File: config.mk
export PLATFORM = sky130hd
export DESIGN_NAME = matmul_seq
export DESIGN_NICKNAME = d
export VERILOG_FILES = /design/src/rtl/matmul_pkg.sv /design/src/rtl/matmul_seq.sv
export SDC_FILE = /design/constraint.sdc
export NUM_CORES = 1
export LEC_CHECK = 0
export CAP_MARGIN = 20
export CORE_ASPECT_RATIO = 0.75
export CORE_UTILIZATION = 38
export DETAILED_ROUTE_END_ITERATION = 10
export GPL_TIMING_DRIVEN = 0
export PLACE_DENSITY_LB_ADDON = 0.25
export SYNTH_ARGS = -nofsm -noshare
export SYNTH_HDL_FRONTEND = slang
export SYNTH_SLANG_ARGS = --single-unit
File: constraint.sdc
create_clock -name clock -period 2.8 [get_ports clock]
set_clock_uncertainty 0.1 [all_clocks]
set_input_delay 0.56 -clock clock [delete_from_list [all_inputs] [get_ports clock]]
set_output_delay 0.56 -clock clock [all_outputs]
set_load 0.01 [all_outputs]
File: src/rtl/matmul_pkg.sv
// Shared definitions for the matmul job sequencer: default geometry and FSM encoding.
// The parent top level imports this too so it can size the engine and BRAMs to match.
package matmul_pkg;

    localparam int MM_DATA_WIDTH  = 32;
    localparam int MM_ADDR_WIDTH  = 12;
    localparam int MM_VECTOR_SIZE = 64;

    typedef enum logic [2:0] {
        S_IDLE      = 3'd0,
        S_LOAD_X    = 3'd1,
        S_LOAD_Y    = 3'd2,
        S_RUN       = 3'd3,
        S_DRAIN_RD  = 3'd4,
        S_DRAIN_OUT = 3'd5,
        S_FINISH    = 3'd6
    } state_e;

    // Plain-vector aliases of the enum so older logic-typed state registers can compare against them
    localparam logic [2:0] ST_IDLE      = S_IDLE;
    localparam logic [2:0] ST_LOAD_X    = S_LOAD_X;
    localparam logic [2:0] ST_LOAD_Y    = S_LOAD_Y;
    localparam logic [2:0] ST_RUN       = S_RUN;
    localparam logic [2:0] ST_DRAIN_RD  = S_DRAIN_RD;
    localparam logic [2:0] ST_DRAIN_OUT = S_DRAIN_OUT;
    localparam logic [2:0] ST_FINISH    = S_FINISH;

    function automatic logic is_load_state(input logic [2:0] s);
        return (s == ST_LOAD_X) || (s == ST_LOAD_Y);
    endfunction

endpackage

File: src/rtl/matmul_seq.sv
// Job sequencer for an N x N matrix multiply: streams X and Y into BRAM, kicks the engine,
// then drains Z back out one word at a time.
module matmul_seq
    import matmul_pkg::*;
#(
    parameter int DATA_WIDTH  = MM_DATA_WIDTH,
    parameter int ADDR_WIDTH  = MM_ADDR_WIDTH,
    parameter int VECTOR_SIZE = MM_VECTOR_SIZE
) (
    input  logic                  clock,
    input  logic                  reset,

    input  logic                  go,
    output logic                  busy,
    output logic                  job_done,

    input  logic [DATA_WIDTH-1:0] in_data,
    input  logic                  in_valid,
    output logic                  in_ready,

    output logic [DATA_WIDTH-1:0] out_data,
    output logic                  out_valid,
    input  logic                  out_ready,

    output logic [ADDR_WIDTH-1:0] x_wr_addr,
    output logic [DATA_WIDTH-1:0] x_wr_din,
    output logic                  x_wr_en,

    output logic [ADDR_WIDTH-1:0] y_wr_addr,
    output logic [DATA_WIDTH-1:0] y_wr_din,
    output logic                  y_wr_en,

    output logic [ADDR_WIDTH-1:0] z_rd_addr,
    input  logic [DATA_WIDTH-1:0] z_rd_dout,

    output logic                  mm_start,
    input  logic                  mm_done
);

    localparam int WORDS = VECTOR_SIZE * VECTOR_SIZE;
    localparam logic [ADDR_WIDTH-1:0] LAST_ADDR = ADDR_WIDTH'(WORDS - 1);

    logic [2:0]            state_q, state_d;
    logic [ADDR_WIDTH-1:0] cnt_q, cnt_d;
    logic [DATA_WIDTH-1:0] out_data_q, out_data_d;
    logic                  start_q, start_d;
    logic                  loaded_q, loaded_d;

    logic in_xfer;
    logic out_accept;
    logic cnt_last;

    assign in_ready   = is_load_state(state_q);
    assign in_xfer    = in_valid && in_ready;
    assign out_valid  = (state_q == ST_DRAIN_OUT) && loaded_q;
    assign out_accept = out_valid && out_ready;
    assign cnt_last   = (cnt_q == LAST_ADDR);

    always_comb begin
        state_d    = state_q;
        cnt_d      = cnt_q;
        out_data_d = out_data_q;
        start_d    = 1'b0;
        loaded_d   = loaded_q;

        case (state_q)
            ST_IDLE: begin
                if (go) begin
                    state_d = ST_LOAD_X;
                    cnt_d   = '0;
                end
            end

            ST_LOAD_X: begin
                if (in_xfer) begin
                    if (cnt_last) begin
                        state_d = ST_LOAD_Y;
                        cnt_d   = '0;
                    end else begin
                        cnt_d = cnt_q + ADDR_WIDTH'(1);
                    end
                end
            end

            ST_LOAD_Y: begin
                if (in_xfer) begin
                    if (cnt_last) begin
                        state_d = ST_RUN;
                        cnt_d   = '0;
                        start_d = 1'b1;
                    end else begin
                        cnt_d = cnt_q + ADDR_WIDTH'(1);
                    end
                end
            end

            ST_RUN: begin
                if (mm_done) begin
                    state_d = ST_DRAIN_RD;
                    cnt_d   = '0;
                end
            end

            ST_DRAIN_RD: begin
                state_d  = ST_DRAIN_OUT;
                loaded_d = 1'b0;
            end

            // First DRAIN_OUT cycle is when the BRAM read data lands; capture it, then offer it.
            ST_DRAIN_OUT: begin
                if (!loaded_q) begin
                    out_data_d = z_rd_dout;
                    loaded_d   = 1'b1;
                end else if (out_accept) begin
                    if (cnt_last) begin
                        state_d = ST_FINISH;
                    end else begin
                        state_d = ST_DRAIN_RD;
                        cnt_d   = cnt_q + ADDR_WIDTH'(1);
                    end
                end
            end

            ST_FINISH: begin
                state_d = ST_IDLE;
            end

            default: begin
                state_d = ST_IDLE;
                cnt_d   = '0;
            end
        endcase
    end

    always_ff @(posedge clock or posedge reset) begin
        if (reset) begin
            state_q    <= ST_IDLE;
            cnt_q      <= '0;
            out_data_q <= '0;
            start_q    <= 1'b0;
            loaded_q   <= 1'b0;
        end else begin
            state_q    <= state_d;
            cnt_q      <= cnt_d;
            out_data_q <= out_data_d;
            start_q    <= start_d;
            loaded_q   <= loaded_d;
        end
    end

    assign busy     = (state_q != ST_IDLE);
    assign job_done = (state_q == ST_FINISH);
    assign mm_start = start_q;
    assign out_data = out_data_q;

    assign x_wr_addr = cnt_q;
    assign x_wr_din  = in_data;
    assign x_wr_en   = in_xfer && (state_q == ST_LOAD_X);

    assign y_wr_addr = cnt_q;
    assign y_wr_din  = in_data;
    assign y_wr_en   = in_xfer && (state_q == ST_LOAD_Y);

    assign z_rd_addr = cnt_q;

endmodule

# Word level (Yosys, flattened, before mapping)
# Cells that the tools add are included.
[word_totals]
ff_bits = 49
latch_bits = 0
ramBits = 0
mem_bits_ro = 0
output_inout_bits = 139
mem_count = 0
[classes]
add_sub_neg = 1
multipliers = 0
n_div = 0
n_lt_le_gt_ge = 0
n_eq_ne = 17
shifts = 0
muxes = 22
n_bitwise = 2
n_reduce_logical = 14
[ops]
columns = ["cell", "n"]
rows = [
  ["2-to-1 mux 12 bit", 7],
  ["case mux 12 bit (5 select lines)", 1],
  ["2-to-1 mux 3 bit", 8],
  ["!= test 2 bit (second input constant)", 9],
  ["case mux 3 bit (6 select lines)", 1],
  ["adder 12 x 1 -> 12 bit (second input constant)", 1],
  ["equality test 12 bit (second input constant)", 1],
  ["equality test 3 bit (second input constant)", 3],
  ["AND reduction 8 bit", 1],
  ["AND reduction 7 bit", 1],
  ["equality test 3 x 2 -> 1 bit (second input constant)", 2],
  ["logical AND 1 bit", 5],
  ["OR reduction 2 bit", 2],
  ["equality test 3 x 1 -> 1 bit (second input constant)", 1],
  ["logical NOT 3 bit", 1],
  ["2-to-1 mux 1 bit", 3],
  ["nonzero test 3 bit", 1],
  ["2-to-1 mux 2 bit", 1],
  ["!= test 2 x 1 -> 1 bit (second input constant)", 1],
  ["inverter 1 bit", 2],
  ["case mux 1 bit (2 select lines)", 1],
  ["AND reduction 2 bit", 1],
  ["nonzero test 2 bit", 1],
  ["logical OR 1 bit", 1],
]

# Longest topological paths before layout
[logic_depth]
ltp_word = 6
depth_mapped = 7
ltp_nobuf = 6

# Least setup slack after synthesis
# No wires, ideal clock.
[synth_path]
path_kind = "register to register"
start = "reg cnt_q[1] (netlist: x_wr_addr[1])"
end = "reg cnt_q[2] (netlist: x_wr_addr[2])"
arrival_time_ps = 1785
t_required_ps = 2561
setup_slack_ps = 776
stages_incl_launch_ff = 8
cell_sequence = "dfrtp_1 ha_1 nand4_1 nor4_4 nor2_1 clkbuf_1 a31oi_1 a31oi_1"
[synth_between]
elab_chain_len = 5
elab_cells_between_ends = 10
classes_between = "add/sub: 1; eq/ne: 2; mux: 6; reduce/logical: 1"
[synth_lines]
columns = ["item", "line_no", "rtl"]
rows = [
  ["from (decl)", "matmul_seq.sv:44", "logic [ADDR_WIDTH-1:0] cnt_q, cnt_d;"],
  ["from (signal assigned)", "matmul_seq.sv:144", "cnt_q <= cnt_d;"],
  ["adder 12 x 1 -> 12 bit", "matmul_seq.sv:80, matmul_seq.sv:92, matmul_seq.sv:119", ""],
  ["2-to-1 mux 12 bit", "matmul_seq.sv:115", "if (cnt_last) begin"],
  ["2-to-1 mux 12 bit", "matmul_seq.sv:114", "end else if (out_accept) begin"],
  ["2-to-1 mux 12 bit", "matmul_seq.sv:111", "if (!loaded_q) begin"],
  ["case mux 12 bit (5 select lines)", "matmul_seq.sv:66", "case (state_q)"],
]
# Several ways; a longest one is shown, not always the timed one. The select of a mux whose other input is x is not followed.
# A chain may end at the register's enable or synchronous reset.

# Worst setup path in the final report
[layout_path]
start = "reg state_q[2]"
end = "out job_done"
[layout_between]
elab_chain_len = 1
[layout_lines]
columns = ["item", "line_no", "rtl"]
rows = [
  ["from (decl)", "matmul_seq.sv:43", "logic [2:0] state_q, state_d;"],
  ["from (signal assigned)", "matmul_seq.sv:143", "state_q <= state_d;"],
  ["equality test 3 bit", "matmul_seq.sv:152", "assign job_done = (state_q == ST_FINISH);"],
  ["to (decl)", "matmul_seq.sv:15", "output logic job_done,"],
]
# Every way passes these cells.

==> qor.csv <==
metric,value,unit
drive_above_1_share,30.4,%
slew_headroom,65.1,%
path_clk_slew,0.09,ns
fin_nets,537,
most-common-layout-cells,"clkdlybuf4s50_1 (176), buf_4 (91), dfrtp_1 (49)",
cap_viol_max_count,0,
final_common_cell,clkdlybuf4s50_1,
fmax,0.373,GHz
core,7400,sq um
cts_tree,yes,
grt_usage,18.4,%
die_h,78.2,microns
required,2.14,ns
post-route-min-period,2.68,ns
yosysWarnings,0,
ys_seq_area_share,41.7,%
p_leak,0.00216,uW
fillCellCount,556,
place_area,4850,sq um
clock_sinks,49,
seq_power_share,31.8,%
switching_share,34.3,%
p_clk_share,10.4,%
grt_pass1_wl,12.3,mm
antenna_left,0,
insertion_delay,0.29,ns
ctsHtreeMaxLevel,2,
fin_crit_sh,95.6,%
hold_viol_final,0,
syn_area,2940,sq um
post-cts-setup-buffers,0,
finalSetupViolations,0,
die_w,104,microns
finalInstanceArea,4930,sq um
dp.cells,560,
gp_congestion,0.807,
cts_root_buf,clkbuf_8,
wire_per_inst,13.2,microns
drtPass1Iterations,4,
power_frac_comb,57.8,%
grt_pass1_vias,2614,
pin_count,209,
ys_types,43,
cp-end-kind,output port,
route.detailed.drc,0,
setup_tns,0,ns
avgSynthCellArea,10.4,sq um
p_per_area,785,nW/um^2
clockBufferDepth,2,
syn-num-nets,353,
start_util,39.7,%
status,completed,
r2r_slack,0.45,ns
grt-ovfl-total,0,
wirelength,7.49,mm
viasPerCell,4.60,
min_path_type,in2async,
p_int,2550,uW
drtIter0Drc,125,
num_vias,2612,
crit_arrival,2.02,ns
cts-buffers-inserted,5,
vdd_drop_max,488,uV
finalNonFillerCells,568,
grt_max_degree,40,
cp-start-kind,flop,
dp_hpwl,5.93,mm
row_count,27,
finish.utilization,66.7,%
synth-seq-cells,49,
tightest_slew,0.523,ns
slew_violations,0,
rsz0062_at_grt,no,
cp_max_fo,10,
finalPower,3870,uW
syn_to_final_growth,67.9,%
dieArea,8090,sq um
port_buffers,176,
antenna_cells,0,
antenna_found_initial,0,
p_switching,1330,uW
netlist_instances,282,
path_class,reg2out,
## routing by layer
| metal | share of wire (%) | global-route usage [%] |
|---|---|---|
| met5 | 0 | 0 |
| met1 | 44 | 23.7 |
| met3 | 7.8 | 5.40 |
| met2 | 48 | 30.9 |
| met4 | 0.56 | 3.91 |
## critical path: stages, from the launching register on
cell and delay [ns]:
dfrtp_1 0.48, buf_1 0.37, inv_1 0.19, nor2_1 0.13, clkdlybuf4s50_1 0.55
## cell families (layout without fill, tap and decap cells)
family	Yosys count	count (layout)	synth area share (%)
buffers and inverters	103	288	24.9
muxes	33	33	12.6
DFF	49	49	41.7
AOI/OAI and AO/OA	40	40	9.75
adders and majority gates	1	1	0.426
and+or+nand+nor	56	56	10.6
## metrics by stage
stage	hold WS, ns	setup WS, ns
final	0.410	0.122
after detailed placement	0.394	0.214
after global placement	0.388	-0.00540
after global routing	0.425	0.000377
after CTS	0.407	0.115
after floorplan	0.399	0.776
## cell type report
type                    count  area, sq um  share of cell area (%)
plain buffers              97          709                    14.4
clock buffers               6         72.6                    1.47
clock inverters             2         13.8                   0.279
inverters                   6         22.5                   0.457
multi-input cells         130          981                    19.9
flip-flops and latches     49         1230                    24.9
well taps                 101          126                    2.56
repair buffers            177         1780                    36.1
## worst paths after layout
| check | start | endpoint | cells past startpoint |
|---|---|---|---|
| worst max-delay path | state_q[2]$_DFFE_PP0P_ | job_done | 4 |
| worst min-delay path | reset | out_data[16]$_DFFE_PP0P_ | 2 |
| worst max register to register | x_wr_addr[0]$_DFFE_PP0P_ | x_wr_addr[4]$_DFFE_PP0P_ | 7 |
| worst min register to register | out_data[16]$_DFFE_PP0P_ | out_data[16]$_DFFE_PP0P_ | 1 |
| max in group asynchronous | reset | x_wr_addr[2]$_DFFE_PP0P_ | 3 |
| min in group clock | out_data[16]$_DFFE_PP0P_ | out_data[16]$_DFFE_PP0P_ | 1 |
## sequential cells by signal (all words and copies together) (netlist names)
| signal | count |
|---|---|
| loaded_q | 1 |
| mm_start | 1 |
| out_data | 32 |
| state_q | 3 |
| x_wr_addr | 12 |
## what timing repair did
item	4_1_cts	5_1_grt
gates resized for setup	0	1
hold buffers	0	0
endpoints found under the setup margin	0	1
## cells in the mapped netlist, drive strengths merged
cell type | count | share of area [%]
a2111o | 1 | 0.38
a211oi | 1 | 0.43
a21bo | 1 | 0.34
a21boi | 2 | 0.51
a21oi | 2 | 0.47
a221oi | 1 | 0.51
a31o | 1 | 0.30
a31oi | 17 | 3.6
a32o | 1 | 0.34
a41oi | 1 | 0.30
and2 | 3 | 0.64
and3 | 5 | 1.1
buf | 94 | 24
clkbuf | 3 | 0.38
dfrtp | 49 | 42
ha | 1 | 0.43
inv | 6 | 0.77
mux2 | 32 | 12
mux2i | 1 | 0.34
nand2 | 12 | 1.5
nand2b | 8 | 1.7
nand3 | 7 | 1.2
nand4 | 1 | 0.21
nor2 | 6 | 0.77
nor2b | 2 | 0.43
nor3 | 4 | 0.68
nor3b | 1 | 0.26
nor4 | 2 | 0.94
nor4b | 1 | 0.30
o21a | 1 | 0.26
o21ai | 7 | 1.2
o21bai | 1 | 0.26
o2bb2ai | 1 | 0.30
o31a | 1 | 0.30
o31ai | 1 | 0.26
or2 | 1 | 0.21
or3 | 2 | 0.43
or4 | 1 | 0.26
## power by group through the flow
stage / clock (uW) / sequential [uW] / combinational (uW)
final: 403 / 1230 / 2240
after floorplan: 0 / 1350 / 1050
after detailed placement: 0 / 1250 / 2250
after CTS: 426 / 1230 / 2260
after global routing: 452 / 1280 / 2410
after global placement: 0 / 1220 / 2210
(Power assumes the default switching activity.)
